===== config.mk =====
export PLATFORM = sky130hd
export DESIGN_NAME = wb_arbiter
export DESIGN_NICKNAME = d
export VERILOG_FILES = /design/src/rtl/core_pkg.sv /design/src/rtl/wb_load_fifo.sv /design/src/rtl/wb_arbiter.sv
export SDC_FILE = /design/constraint.sdc
export NUM_CORES = 1
export LEC_CHECK = 0
export ABC_AREA = 1
export CAP_MARGIN = 15
export CORE_MARGIN = 1
export CORE_UTILIZATION = 40
export DETAILED_ROUTE_END_ITERATION = 10
export GPL_TIMING_DRIVEN = 0
export HOLD_SLACK_MARGIN = 0.03
export MAX_ROUTING_LAYER = met4
export PLACE_DENSITY_LB_ADDON = 0.1
export SYNTH_ARGS = -nofsm -noshare
export SYNTH_HDL_FRONTEND = slang
export SYNTH_SLANG_ARGS = --single-unit

===== constraint.sdc =====
create_clock -name clk -period 4.95 [get_ports clk]
set_input_delay 1.2375 -clock clk [delete_from_list [all_inputs] [get_ports clk]]
set_output_delay 1.2375 -clock clk [all_outputs]
set_load 0.02 [all_outputs]

===== src/rtl/core_pkg.sv =====
// Shared core types used by the writeback path.
package core_pkg;

    localparam int unsigned XLEN = 32;

    typedef logic [4:0] reg_addr_t;

    typedef struct packed {
        reg_addr_t       rd;
        logic [XLEN-1:0] data;
    } wb_entry_t;

endpackage


===== src/rtl/wb_load_fifo.sv =====
// Small FIFO of writeback entries for returning loads. Depth must be a power of two >= 2.
module wb_load_fifo
    import core_pkg::*;
#(
    parameter int unsigned Depth = 2
) (
    input  logic                       clk,
    input  logic                       reset_n,
    input  logic                       push_i,
    input  wb_entry_t                  wdata_i,
    input  logic                       pop_i,
    output wb_entry_t                  rdata_o,
    output logic [$clog2(Depth):0]     count_o,
    output logic [$clog2(Depth):0]     count_next_o,
    output logic                       full_o,
    output logic                       empty_o
);

    localparam int unsigned PtrW = $clog2(Depth);
    localparam int unsigned CntW = $clog2(Depth) + 1;

    wb_entry_t         mem_q [Depth];
    wb_entry_t         mem_d [Depth];
    logic [PtrW-1:0]   wr_ptr_q, wr_ptr_d;
    logic [PtrW-1:0]   rd_ptr_q, rd_ptr_d;
    logic [CntW-1:0]   count_q, count_d;
    logic              do_push, do_pop;

    assign full_o       = (count_q == CntW'(Depth));
    assign empty_o      = (count_q == '0);
    assign rdata_o      = mem_q[rd_ptr_q];
    assign count_o      = count_q;
    assign count_next_o = count_d;

    // Next-state: pointers wrap naturally at the power-of-two depth.
    always_comb begin
        mem_d    = mem_q;
        wr_ptr_d = wr_ptr_q;
        rd_ptr_d = rd_ptr_q;
        count_d  = count_q;
        // A push into a full FIFO is only safe when the head leaves in the same cycle.
        do_push  = push_i && (!full_o || pop_i);
        do_pop   = pop_i && !empty_o;
        if (do_push) begin
            mem_d[wr_ptr_q] = wdata_i;
            wr_ptr_d        = wr_ptr_q + PtrW'(1);
        end
        if (do_pop) begin
            rd_ptr_d = rd_ptr_q + PtrW'(1);
        end
        unique case ({do_push, do_pop})
            2'b10:   count_d = count_q + CntW'(1);
            2'b01:   count_d = count_q - CntW'(1);
            default: count_d = count_q;
        endcase
    end

    // State registers; reset discards any queued entries.
    always_ff @(posedge clk or negedge reset_n) begin
        if (!reset_n) begin
            for (int i = 0; i < int'(Depth); i++) begin
                mem_q[i] <= '0;
            end
            wr_ptr_q <= '0;
            rd_ptr_q <= '0;
            count_q  <= '0;
        end else begin
            mem_q    <= mem_d;
            wr_ptr_q <= wr_ptr_d;
            rd_ptr_q <= rd_ptr_d;
            count_q  <= count_d;
        end
    end

endmodule


===== src/rtl/wb_arbiter.sv =====
// Writeback arbiter: merges ALU results and queued load returns into one registered
// register-file write port, and tracks outstanding loads per register.
// Optional feature macro WB_BYPASS_EN adds byp_valid/byp_rd/byp_data forwarding outputs.
// N must not exceed core_pkg::XLEN.
module wb_arbiter
    import core_pkg::*;
#(
    parameter int unsigned N        = 32,
    parameter int unsigned LQ_DEPTH = 2
) (
    input  logic                        clk,
    input  logic                        reset_n,
    input  logic                        iss_valid,
    input  logic [4:0]                  iss_rd,
    input  logic                        alu_valid,
    input  logic [4:0]                  alu_rd,
    input  logic [N-1:0]                alu_data,
    input  logic                        ld_valid,
    output logic                        ld_ready,
    input  logic [4:0]                  ld_rd,
    input  logic [N-1:0]                ld_data,
    output logic                        alu_stall_req,
    output logic                        rf_write_en,
    output logic [4:0]                  rf_write_add,
    output logic [N-1:0]                rf_write_data,
    output logic [31:0]                 pending,
    output logic [$clog2(LQ_DEPTH):0]   lq_count
`ifdef WB_BYPASS_EN
    ,
    output logic                        byp_valid,
    output logic [4:0]                  byp_rd,
    output logic [N-1:0]                byp_data
`endif
);

    localparam int unsigned CntW = $clog2(LQ_DEPTH) + 1;

    wb_entry_t         lq_wdata;
    wb_entry_t         lq_head;
    logic [CntW-1:0]   lq_cnt, lq_cnt_next;
    logic              lq_full, lq_empty;
    logic              lq_push, lq_sel, alu_sel;

    logic              ld_ready_q, ld_ready_d;
    logic              alu_valid_q, alu_valid_d;
    logic              wr_en_q, wr_en_d;
    logic [4:0]        wr_add_q, wr_add_d;
    logic [N-1:0]      wr_data_q, wr_data_d;
    logic [31:0]       pending_q, pending_d;

    assign lq_push       = ld_valid && ld_ready_q;
    assign lq_wdata.rd   = ld_rd;
    assign lq_wdata.data = XLEN'(ld_data);

    wb_load_fifo #(
        .Depth (LQ_DEPTH)
    ) u_load_fifo (
        .clk          (clk),
        .reset_n      (reset_n),
        .push_i       (lq_push),
        .wdata_i      (lq_wdata),
        .pop_i        (lq_sel),
        .rdata_o      (lq_head),
        .count_o      (lq_cnt),
        .count_next_o (lq_cnt_next),
        .full_o       (lq_full),
        .empty_o      (lq_empty)
    );

    // Select one writer per cycle: ALU first, else the queue head; also update the scoreboard.
    always_comb begin
        alu_sel     = alu_valid && (alu_rd != 5'd0);
        lq_sel      = !alu_sel && !lq_empty;
        wr_en_d     = 1'b0;
        wr_add_d    = '0;
        wr_data_d   = '0;
        pending_d   = pending_q;
        alu_valid_d = alu_valid;
        ld_ready_d  = (lq_cnt_next < CntW'(LQ_DEPTH));
        if (alu_sel) begin
            wr_en_d   = 1'b1;
            wr_add_d  = alu_rd;
            wr_data_d = alu_data;
        end else if (lq_sel) begin
            // A load to x0 still pops, but never writes.
            wr_en_d   = (lq_head.rd != 5'd0);
            wr_add_d  = lq_head.rd;
            wr_data_d = lq_head.data[N-1:0];
            pending_d[lq_head.rd] = 1'b0;
        end
        // A new issue to the same register overrides the clear.
        if (iss_valid && (iss_rd != 5'd0)) begin
            pending_d[iss_rd] = 1'b1;
        end
        pending_d[0] = 1'b0;
    end

    // Registered write port, scoreboard and flow-control state.
    always_ff @(posedge clk or negedge reset_n) begin
        if (!reset_n) begin
            ld_ready_q  <= 1'b1;
            alu_valid_q <= 1'b0;
            wr_en_q     <= 1'b0;
            wr_add_q    <= '0;
            wr_data_q   <= '0;
            pending_q   <= '0;
        end else begin
            ld_ready_q  <= ld_ready_d;
            alu_valid_q <= alu_valid_d;
            wr_en_q     <= wr_en_d;
            wr_add_q    <= wr_add_d;
            wr_data_q   <= wr_data_d;
            pending_q   <= pending_d;
        end
    end

    assign ld_ready      = ld_ready_q;
    // Ask for an ALU bubble when the queue is full and the ALU kept it from draining.
    assign alu_stall_req = lq_full && alu_valid_q;
    assign rf_write_en   = wr_en_q;
    assign rf_write_add  = wr_add_q;
    assign rf_write_data = wr_data_q;
    assign pending       = pending_q;
    assign lq_count      = lq_cnt;

`ifdef WB_BYPASS_EN
    assign byp_valid = wr_en_d;
    assign byp_rd    = wr_add_d;
    assign byp_data  = wr_data_d;
`endif

endmodule


Word level (Yosys, flattened, before mapping)
Index checks and enable logic that the tools add are counted.

operators by class
  add/sub/neg operators = 4
  $mul = 0
  divide/modulo/power cells = 0
  order comparisons = 8
  equal/unequal tests = 3
  shifts and indexed selects = 0
  muxes and demuxes = 20
  bitwise operators = 5
  reductions and logical operators = 18

operators by type and width
  operator             number
  $mux 32              5
  $mux 37              4
  $bwmux 74            1
  $demux 37 s1         1
  $and 32x32->32       1
  $not 32->32          1
  $or 32x32->32        1
  $reduce_bool 5->1    3
  $lt 5x6->1 const B   2
  $demux 1 s5          2
  $ge 5x1->1 const B   2
  $logic_and 1x1->1    10
  $mux 5               2
  $eq 2x2->1 const B   2
  $ge 2x2->1 const B   2
  $mux 1               4
  $not 1->2            2
  $pmux 2 s2           1
  $logic_not 1->1      3
  $add 1x1->1 const B  2
  $add 2x1->2 const B  1
  $eq 2x1->1 const B   1
  $logic_not 2->1      1
  $lt 2x1->1 const B   1
  other kinds (3)      3

storage, ports and cells
  register bits after elaboration = 149
  bits in latches = 0
  memory bits (writable) = 0
  memory bits (read-only) = 0
  input bits = 84
  output and inout bits = 74
  word-level logic and storage cells = 71
  memories = 0

Depth between registers and ports, before layout
  word-level depth = 14
  depth in mapped cells = 10
  depth with buffers taken out = 9

By module
Synthesis repeated with hierarchy kept, for this count alone.

second synthesis, totals
  cells, all modules = 880
  area total of the unflattened synthesis = 6952.9 um2

by module, submodules not included
  module        times used  cells each  area each (um2)
  wb_load_fifo  1           476         3786.1
  wb_arbiter    1           404         3166.8

Least setup slack after synthesis
OpenSTA, ideal clock, no wires.

  kind = input to register
  start point = input alu_rd[3]
  end point = register with a tool-made name
  setup time = 0.137 ns
  data arrival time = 2.497 ns
  setup slack = 2.316 ns
  stages on the path = 8
  path through = nor2_2 > nand3_4 > a21oi_4 > buf_2 > ha_1 > a21oi_1 > o21ai_0 > xor2_1

RTL lines
  what         RTL line          source
  from (decl)  wb_arbiter.sv:16  input logic [4:0] alu_rd,

Worst setup path in the final report
  start point = register u_load_fifo.count_q[0] (netlist: u_load_fifo.count_o[0])
  end point = output alu_stall_req

on the way
  cells in the longest elaborated chain, start to end = 2

ends and longest elaborated chain
  what                    RTL line            source
  from (decl)             wb_load_fifo.sv:26  logic [CntW-1:0] count_q, count_d;
  from (signal assigned)  wb_load_fifo.sv:71  count_q <= count_d;
  $eq 2x2->1              wb_load_fifo.sv:29  assign full_o = (count_q == CntW'(Depth));
  $logic_and 1x1->1       wb_arbiter.sv:119   assign alu_stall_req = lq_full && alu_valid_q;
  to (decl)               wb_arbiter.sv:22    output logic alu_stall_req,

Every way passes these cells.

==> PnR_summary.wiki <==
{| class="wikitable"
! Metric !! Value
|-
| Half-perimeter wire length after placement || about 14,000 µm
|-
| Number of distinct standard cells referenced by the synthesized netlist || 32
|-
| CTS buffer count || 17
|-
| Weighted congestion reported at the end of routability-driven placement || about 0.84
|-
| Setup repair after global routing missed its margin || no
|-
| Total of endpoints with negative setup slack in the final report || 0
|-
| Commonest cells after routing, fill and taps aside || sky130_fd_sc_hd__nand2_1, sky130_fd_sc_hd__clkdlybuf4s50_1, sky130_fd_sc_hd__dfrtp_1
|-
| Cell at the slowest stage of the critical path || sky130_fd_sc_hd__clkdlybuf4s50_1
|-
| Worst hold slack || 0.469 ns
|-
| Number of vias per cell || around 5.0
|-
| Post-Synthesis Cell Area || about 7000 µm²
|-
| Initial standard-cell utilization of the core || between 40% and 50%
|-
| Endpoint kind of the worst setup timing path || output pin
|-
| Critical Path RT || 3.71 ns
|-
| CTS tree || yes
|-
| Sort of element at the start of the critical path || register
|-
| Clock root buffer || sky130_fd_sc_hd__clkbuf_16
|-
| Global-route wire length before repair || 32,700 µm
|-
| Filler cell count in the final layout || roughly 1.6k
|-
| Worst VDD drop || around 300 µV
|-
| Detail-routed net length per standard cell || around 16 µm
|-
| Floorplan die height || 134 µm
|-
| Remaining design rule violation count || 0
|-
| Series of cell instances along the critical path || nor3b_1 -> clkdlybuf4s50_1
|-
| Critical path class || reg -> out
|-
| Number of buffers inserted to repair setup after CTS || 0
|-
| Shortest clock period the worst path allows after layout || 3.02 ns
|-
| Total power density per cell area || around 620 nW/µm²
|-
| # clock sinks || ~150
|-
| Worst Path Max Fanout || 7
|-
| Overall die width || 134 µm
|-
| Total vias in the final route || between 6k and 7k
|-
| Final slew viol count || 0
|-
| ANT cells || 0
|-
| Number of DRC markers after the initial detailed-route iteration || just under 500
|-
| Clk Latency, worst-skew pair || 0.42 ns
|-
| Overall Global Routing Usage || between 20% and 30%
|-
| Primary flip-flop cell chosen by synthesis mapping || sky130_fd_sc_hd__dfrtp_1
|-
| Number of buffers inserted by port buffering || between 150 and 200
|-
| Data arrival time of the critical path || about 1.8 ns
|-
| Commonest non-fill, non-tap cell in the layout || sky130_fd_sc_hd__nand2_1
|-
| EDFF count, synth || 0
|-
| Net switching fraction of the power || between 40 and 50%
|-
| Total of cells resized after clock tree synthesis || 0
|-
| Total wirelength of the detailed-routed design || a little over 20,000 µm
|-
| Count of max-cap constraint violations || 0
|-
| Num ports || between 150 and 200
|-
| Total number of placement rows || 47
|-
| Avg Inst Size Synth || 8.06 µm²
|-
| GR Overflow Total || 0
|-
| Final worst path period share || between 60 and 70%
|-
| Pleak || between 4 and 5 nW
|-
| Post-Syn Nets || 950
|-
| Max Clock Freq || approximately 330 MHz
|-
| Post-synthesis cell count || 865
|-
| Count of buffering cells on the critical path with inverters included || 1
|-
| Via count of the first global-routing pass || slightly above 6k
|-
| Worst Max-Slew Pin Slew || around 1.1 ns
|-
| Deepest level of the CTS H-tree || 4
|-
| Number of nets with antenna violations after routing || 0
|-
| Syn. warnings || 0
|-
| Clock slew seen by the registers of the worst setup and hold paths || 0.06 ns
|-
| Post-layout net count || around 1.1k
|-
| Core area || 16,800 µm²
|-
| Result of the run || complete, no violations
|-
| Number of buffers between clock root and the deepest sink || 2
|-
| Post-synthesis async set-or-reset flop share || between 90% and 100%
|-
| Proportion of power drawn by the clock network || between 20% and 30%
|-
| Final Hold Violating Endpoints || 0
|-
| Critical path's largest stage delay || 0.66 ns
|-
| Count of state elements after synthesis || roughly 150
|-
| Register share of total power || approximately a third
|-
| Area growth from synthesis to final layout || 35.2%
|-
| Number of antenna violations at the first check in global routing || 0
|-
| Largest net degree at the start of global routing || 90
|-
| Cell type group with the largest total delay on the critical path || buffers and inverters
|-
| Sequential fraction of the synthesis area || a little over half
|-
| Count of TritonRoute iterations in the first routing pass || 6
|-
| DIE AREA || 18,000 µm²
|-
| Slew Limit Headroom || about 26%
|-
| Clock Skews || about 0.0078 ns
|-
| Count of hold-fix buffers inserted at cts || 0
|-
| Internal power of the cells || ~3.5 mW
|-
| Post-route total power || a little under 6 mW
|-
| Layout cell share with drive strength beyond 1 || a little under 10%
|-
| Logic pwr share || 43.6%
|-
| Min-Delay Path Class || reg -> reg
|-
| Switching power of the nets || 2.38 mW
|}
==> synth_stat cells (2+ instances only) <==
cell	count	area share [%]
sky130_fd_sc_hd__xor2_1	2	0.25
sky130_fd_sc_hd__nand4_1	74	6.6
sky130_fd_sc_hd__nor2_2	6	0.54
sky130_fd_sc_hd__nand2_2	6	0.54
sky130_fd_sc_hd__nor3_1	9	0.65
sky130_fd_sc_hd__a21oi_2	2	0.25
sky130_fd_sc_hd__nand3_4	3	0.75
sky130_fd_sc_hd__inv_1	23	1.2
sky130_fd_sc_hd__buf_2	27	1.9
sky130_fd_sc_hd__buf_6	6	0.97
sky130_fd_sc_hd__nand2_1	451	24
sky130_fd_sc_hd__clkbuf_1	9	0.48
sky130_fd_sc_hd__o21ai_1	8	0.57
sky130_fd_sc_hd__o21ai_0	5	0.36
sky130_fd_sc_hd__buf_4	9	0.97
sky130_fd_sc_hd__nor2_4	4	0.65
sky130_fd_sc_hd__a21oi_1	2	0.14
sky130_fd_sc_hd__buf_1	3	0.16
sky130_fd_sc_hd__nor2_1	9	0.48
sky130_fd_sc_hd__inv_2	2	0.11
sky130_fd_sc_hd__dfrtp_1	148	53
sky130_fd_sc_hd__nand3_1	47	3.4
==> worst reg2reg max path, delay by kind of cell, from the launching register on <==
kind | cells | cell delay (ns)
AOI/OAI and AO/OA | 2 | 0.22
buffers and inverters | 3 | 0.55
DFF | 1 | 0.53
xor gates and xnor gates | 1 | 0.18
adders and majority gates | 1 | 0.32
and+or+nand+nor | 2 | 0.24
==> power groups by stage <==
| stage | logic (mW) | registers (mW) | clock network, mW |
|---|---|---|---|
| 6_report | 2.57 | 2.02 | 1.30 |
| 5_1_grt | 2.83 | 2.08 | 1.36 |
| 4_1_cts | 2.58 | 2.02 | 1.31 |
| 3_5_place_dp | 2.57 | 2.03 | 0 |
| 3_3_place_gp | 2.53 | 2.02 | 0 |
| 2_1_floorplan | 1.28 | 2.26 | 0 |
==> routing by layer <==
layer / share of wire, % / vias to the layer above / track usage, %
li1: - / 3133 / -
met1: 47 / 3058 / 34.1
met2: 46 / 204 / 36.8
met3: 5.0 / 30 / 3.59
met4: 2.2 / 0 / 8.11
met5: 0 / - / -
==> state kept, by name, summed over array words and instances (netlist names), named ones only <==
signal                cells
u_load_fifo.mem_q        74
rf_write_data            32
pending                  31
rf_write_add              5
alu_valid_q               1
ld_ready                  1
rf_write_en               1
u_load_fifo.count_o       1
u_load_fifo.rd_ptr_q      1
u_load_fifo.wr_ptr_q      1
==> stage by stage <==
step | std cells | setup slack, ns | TNS (ns) | instance area [µm²] | util, %
2_1_floorplan | 865 | 2.32 | 0 | 6970 | -
3_3_place_gp | 1241 | -3.67 | -543.64 | 8810 | 52.4
3_5_place_dp | 1242 | 1.49 | 0 | 8840 | 52.6
4_1_cts | 1274 | 1.91 | 0 | 9430 | 56.1
5_1_grt | 1274 | 1.80 | 0 | 9430 | 56.1
6_report | 1274 | 1.93 | 0 | 9430 | 56.1
==> cell families after synthesis <==
family          share of synthesized area (%)
fa+ha+maj                               0.179
xor+xnor                                0.377
other cells                            0.0538
compound gates                           1.65
flops                                    53.5
simple gates                             38.3
buf+inv                                  5.96
==> layout make-up <==
class | instances | area [µm²] | share of cell area [%]
inverter | 26 | 100 | 1.06
sequential | 149 | 3730 | 39.6
clock inverter | 14 | 161 | 1.71
multi-input combinational | 636 | 2830 | 30.0
tap | 220 | 275 | 2.92
timing repair buffer | 157 | 1590 | 16.9
clock buffer | 18 | 429 | 4.55
buffer | 54 | 315 | 3.34
==> final timing paths <==
kind                                                          from                                end  slack, ns  cells past startpoint
worst max-delay path            u_load_fifo.count_o[0]$_DFFE_PN0N_                      alu_stall_req       1.93                      2
worst min-delay path             u_load_fifo.mem_q[51]$_DFFE_PN0P_  u_load_fifo.mem_q[51]$_DFFE_PN0P_       0.47                      2
worst max register to register                  ld_ready$_DFF_PN1_                 ld_ready$_DFF_PN1_       2.84                      9
worst min register to register   u_load_fifo.mem_q[51]$_DFFE_PN0P_  u_load_fifo.mem_q[51]$_DFFE_PN0P_       0.47                      2
max in group asynchronous                                  reset_n                 ld_ready$_DFF_PN1_       3.30                      2
min in group asynchronous                                  reset_n         rf_write_data[9]$_DFF_PN0_       0.79                      1
Power figures use the tool's default switching activity.
==> edit 1: new RTL, same flow settings <==
Set the parameter `LQ_DEPTH` to 4 (it was 2).
--- a/src/rtl/wb_arbiter.sv
+++ b/src/rtl/wb_arbiter.sv
@@ -7,5 +7,5 @@
 #(
     parameter int unsigned N        = 32,
-    parameter int unsigned LQ_DEPTH = 2
+    parameter int unsigned LQ_DEPTH = 4
 ) (
     input  logic                        clk,
Interface: changed (resized lq_count); port bits go from 158 to 159. No check against the original RTL was run, so the function may have changed too.
==> edit 1 against the original RTL <==
- worst setup slack got worse by 0.49 ns
- hold slack gained 0.0013 ns
- sequential cell count up 77
- total power is 42% higher
- maximum frequency fell by 14%
- non-clock buffer count rose by 10
- final area rose by 33%
- count of clock-buffer cells in the layout grew 18
- area after synthesis rose by 40%
- wire length increased by 33%
- synthesized cell count grew 26%
- cell count rose by 26%
==> edit 1: results (changes against the original RTL) <==
stage	metric	value	unit	change
placement	dp_hpwl	18.0	mm	was 14.4 mm
synthesis	synthXorXnorAreaFrac	0.00358		was 0.00377
power_and_ir_drop	power.switching	3220	uW	was 2380 uW
placement	dp_slack	0.914	ns	was 1.49 ns
route	wl_per_cell	16.8	um	was 16.0 um
synthesis	synth.distinct_cells	32		unchanged
power_and_ir_drop	combPwrFrac	0.418		was 0.436
finish	seq_area	5660	sq um	was 3730 sq um
worst_setup_path	path_max_fanout	10		was 7
synthesis	synth_top_cells_by_count	326 x nand2_1, 225 x dfrtp_1, 132 x o21ai_1, 83 x o21ai_0, 75 x nor2_1		was 451 x nand2_1, 148 x dfrtp_1, 74 x nand4_1, 47 x nand3_1, 27 x buf_2
global_route	grt_pass1_wl	43.3	mm	was 32.7 mm
synthesis	syn_area_per_cell	8.95	sq um	was 8.06 sq um
route	vias	8064		was 6425
worst_setup_path	arrival	3.95	ns	was 1.78 ns
clock_network	clock_path_buffers	3		was 2
placement	io_buffers	157		was 156
finish	stdcell_count	1609		was 1274
finish	nFlopsAndLatches	226		was 149
synthesis	synth_seq_area_share	0.579		was 0.535
finish	multi_input_area_share	0.279		was 0.300
finish	layout-drive-gt1-share	0.0744		was 0.0977
finish	sh_seq_area	0.451		was 0.396
worst_setup_path	slowest_delay	0.48	ns	was 0.66 ns
route	dr.pass1.iters	5		was 6
clock_network	h-tree-depth	1		was 4
die	dieArea	25100	sq um	was 18000 sq um
outcome	run_status	finished clean		unchanged
placement	place_congestion	0.806		was 0.841
finish	largest_reg_flops	148		was 74
synthesis	ys_async_sr_fraction	1.00		unchanged
synthesis	synth_adder_area_share	0.00845		was 0.00179
global_route	grt_max_degree	117		was 90
global_route	gr-total-overflow	0		unchanged
power_and_ir_drop	ir_drop	0.307	mV	was 0.300 mV
global_route	grt_util_all_layers	0.231		was 0.245
synthesis	syn_nets	1182		was 950
placement	placed_cell_area	11800	sq um	was 8840 sq um
power_and_ir_drop	leakagePower	0.00584	uW	was 0.00469 uW
synthesis	synth_compound_area_frac	0.162		was 0.0165
finish	buf_share	0.159		was 0.202
finish	clock_buffers	36		was 18
sta	final-hold-violation-count	0		unchanged
global_route	grt_pass1_vias	8022		was 6132
finish	clkCellAreaFrac	0.0599		was 0.0626
finish	num-nonclk-buffers	221		was 211
synthesis	synthMuxAreaShare	0.00115		was 0
finish	largest-register	u_load_fifo.mem_q		unchanged
sta	skew	0.0131	ns	was 0.00780 ns
finish	comb.multi_input.count	742		was 636
synthesis	synthFlopType	dfrtp_1		unchanged
finish	layout.nets	1367		was 1126
sta	slew_headroom	0.251		was 0.258
synthesis	synth_area_leaders	dfrtp_1 58%, nand2_1 13%, o21ai_1 6.8%		was dfrtp_1 53%, nand2_1 24%, nand4_1 6.6%
clock_network	clk_latency	0.52	ns	was 0.42 ns
route	first_iter_violations	516		was 492
power_and_ir_drop	seqPwrFrac	0.376		was 0.343
clock_network	numCtsBuffers	25		was 17
==> edit 1: routing by layer <==
metal	share of wire	track usage	up-vias
met1	0.47	0.315	3889
met5	0	-	-
met3	0.045	0.0278	38
li1	-	-	3950
met2	0.47	0.365	187
met4	0.019	0.0595	0
==> edit 1: path summary, 6_finish.rpt <==
path	from	to	slack [ns]	cells past startpoint
max	alu_rd[1]	ld_ready$_DFF_PN1_	1.44	12
min	pending[17]$_DFF_PN0_	pending[17]$_DFF_PN0_	0.47	2
min reg2reg	pending[17]$_DFF_PN0_	pending[17]$_DFF_PN0_	0.47	2
min in group asynchronous	reset_n	rf_write_data[4]$_DFF_PN0_	0.74	1
max reg2reg	u_load_fifo.count_o[0]$_DFFE_PN0N_	ld_ready$_DFF_PN1_	2.20	10
max in group asynchronous	reset_n	pending[31]$_DFF_PN0_	3.13	2
==> edit 2: new RTL, same settings <==
Without the edit above. Make the reset (`reset_n`) synchronous in 2 clocked blocks.
--- a/src/rtl/wb_load_fifo.sv
+++ b/src/rtl/wb_load_fifo.sv
@@ -57,5 +57,5 @@
 
     // State registers; reset discards any queued entries.
-    always_ff @(posedge clk or negedge reset_n) begin
+    always_ff @(posedge clk) begin
         if (!reset_n) begin
             for (int i = 0; i < int'(Depth); i++) begin
--- a/src/rtl/wb_arbiter.sv
+++ b/src/rtl/wb_arbiter.sv
@@ -97,5 +97,5 @@
 
     // Registered write port, scoreboard and flow-control state.
-    always_ff @(posedge clk or negedge reset_n) begin
+    always_ff @(posedge clk) begin
         if (!reset_n) begin
             ld_ready_q  <= 1'b1;
Check against the original RTL: differs if reset_n is asserted again (counterexample within 4 cycles, from zero or initial values and one cycle with reset_n low); with reset_n held inactive, the same outputs for 4 cycles.
==> edit 2 against the original RTL <==
- total power is 29% lower
- via count rose by 8.7%
- final area grew 1.4%
- maximum frequency fell by 5.6%
- utilization shrank 0.79 points
- sequential cell count did not move
- worst setup slack worse by 0.18 ns
- sequential power shrank 29%
- wire length shrank 1.4%
- area after synthesis grew 1.7%
- critical endpoint is now ld_ready$_SDFF_PN1_
==> edit 2: results (changes against the original RTL) <==
stage	metric	value	unit	change
synthesis	synth_area_leaders	dfxtp_1 42%, nand2_1 17%, inv_1 11%		was dfrtp_1 53%, nand2_1 24%, nand4_1 6.6%
synthesis	synth_compound_area_frac	0.0988		was 0.0165
sta	tightest_slew	1.11	ns	was 1.10 ns
finish	fillerInstances	1772		was 1630
power_and_ir_drop	ir_drop	0.269	mV	was 0.300 mV
finish	inv_count	214		was 26
power_and_ir_drop	seq-power	1430	uW	was 2020 uW
power_and_ir_drop	leakagePower	0.00428	uW	was 0.00469 uW
global_route	use_met3	0.0397		was 0.0359
synthesis	synth_top_cells_by_count	330 x nand2_1, 211 x inv_1, 149 x dfxtp_1, 83 x nor2_1, 79 x nand4_1		was 451 x nand2_1, 148 x dfrtp_1, 74 x nand4_1, 47 x nand3_1, 27 x buf_2
clock_network	clk_latency	0.43	ns	
finish	comb.multi_input.count	665		was 636
global_route	grt_max_degree	17		was 90
placement	dp_hpwl	14.1	mm	was 14.4 mm
global_route	grt_util_all_layers	0.235		was 0.245
synthesis	ys_async_sr_fraction	0		was 1.00
finish	clkCellAreaFrac	0.0663		was 0.0626
global_route	use_met2	0.367		was 0.368
worst_setup_path	path_max_fanout	10		was 7
route	dr_wl_met2	9.26	mm	was 9.30 mm
clock_network	numCtsBuffers	17		unchanged
finish	seq_area	2980	sq um	was 3730 sq um
route	dr.pass1.iters	5		was 6
finish	buf_share	0.197		was 0.202
finish	layout-drive-gt1-share	0.0579		was 0.0977
synthesis	syn_nets	1178		was 950
outcome	run_status	finished clean		unchanged
route	wl_met1	9.36	mm	was 9.63 mm
finish	layout.nets	1352		was 1126
synthesis	synth.distinct_cells	28		was 32
clock_network	clockRootBuffer	clkbuf_16		unchanged
sta	skew	0.00653	ns	was 0.00780 ns
global_route	grt_pass1_vias	6447		was 6132
finish	largest_reg_flops	74		unchanged
synthesis	synth_seq_area_share	0.420		was 0.535
placement	io_buffers	155		was 156
worst_setup_path	arrival	3.52	ns	was 1.78 ns
placement	placed_cell_area	8930	sq um	was 8840 sq um
finish	multi_input_area_share	0.311		was 0.300
placement	place_congestion	0.794		was 0.841
worst_setup_path	slowest_stage	clkdlybuf4s50_1		unchanged
power_and_ir_drop	swShare	0.347		was 0.405
route	dr_wl_met3	1.15	mm	was 1.03 mm
finish	clock_buffers	23		was 18
finish	num-nonclk-buffers	220		was 211
finish	largest-register	u_load_fifo.mem_q		unchanged
route	highest_layer	met4		unchanged
power_and_ir_drop	combPwrFrac	0.325		was 0.436
global_route	use_met1	0.303		was 0.341
route	viasPerCell	4.64		was 5.04
synthesis	synthXorXnorAreaFrac	0.00247		was 0.00377
route	wl_per_cell	13.4	um	was 16.0 um
power_and_ir_drop	p_per_area	439	nW/um^2	was 624 nW/um^2
route	first_iter_violations	408		was 492
die	core_area	17300	sq um	was 16800 sq um
worst_setup_path	slowest_delay	0.50	ns	was 0.66 ns
synthesis	synth_adder_area_share	0.00176		was 0.00179
global_route	grt_pass1_wl	32.3	mm	was 32.7 mm
edit 2: path summary, 6_finish.rpt:
kind	from	end	slack, ns	cells after the start
worst max-delay path	alu_rd[2]	ld_ready$_SDFF_PN1_	1.75	14
worst min-delay path	pending[21]$_SDFF_PN0_	pending[21]$_SDFF_PN0_	0.48	2
worst max register to register	flop	ld_ready$_SDFF_PN1_	2.71	11
worst min register to register	pending[21]$_SDFF_PN0_	pending[21]$_SDFF_PN0_	0.48	2
edit 2: metrics by stage:
| stage | cells | utilization | hold WS (ns) | setup slack, ns |
|---|---|---|---|---|
| after global placement | 1473 | 0.516 | 0.459 | 1.34 |
| after CTS | 1504 | 0.553 | 0.478 | 1.73 |
| after detailed placement | 1473 | 0.516 | 0.471 | 1.30 |
| after floorplan | 1093 | - | 0.486 | 2.17 |
| final | 1504 | 0.553 | 0.478 | 1.75 |
| after global routing | 1504 | 0.553 | 0.492 | 1.55 |
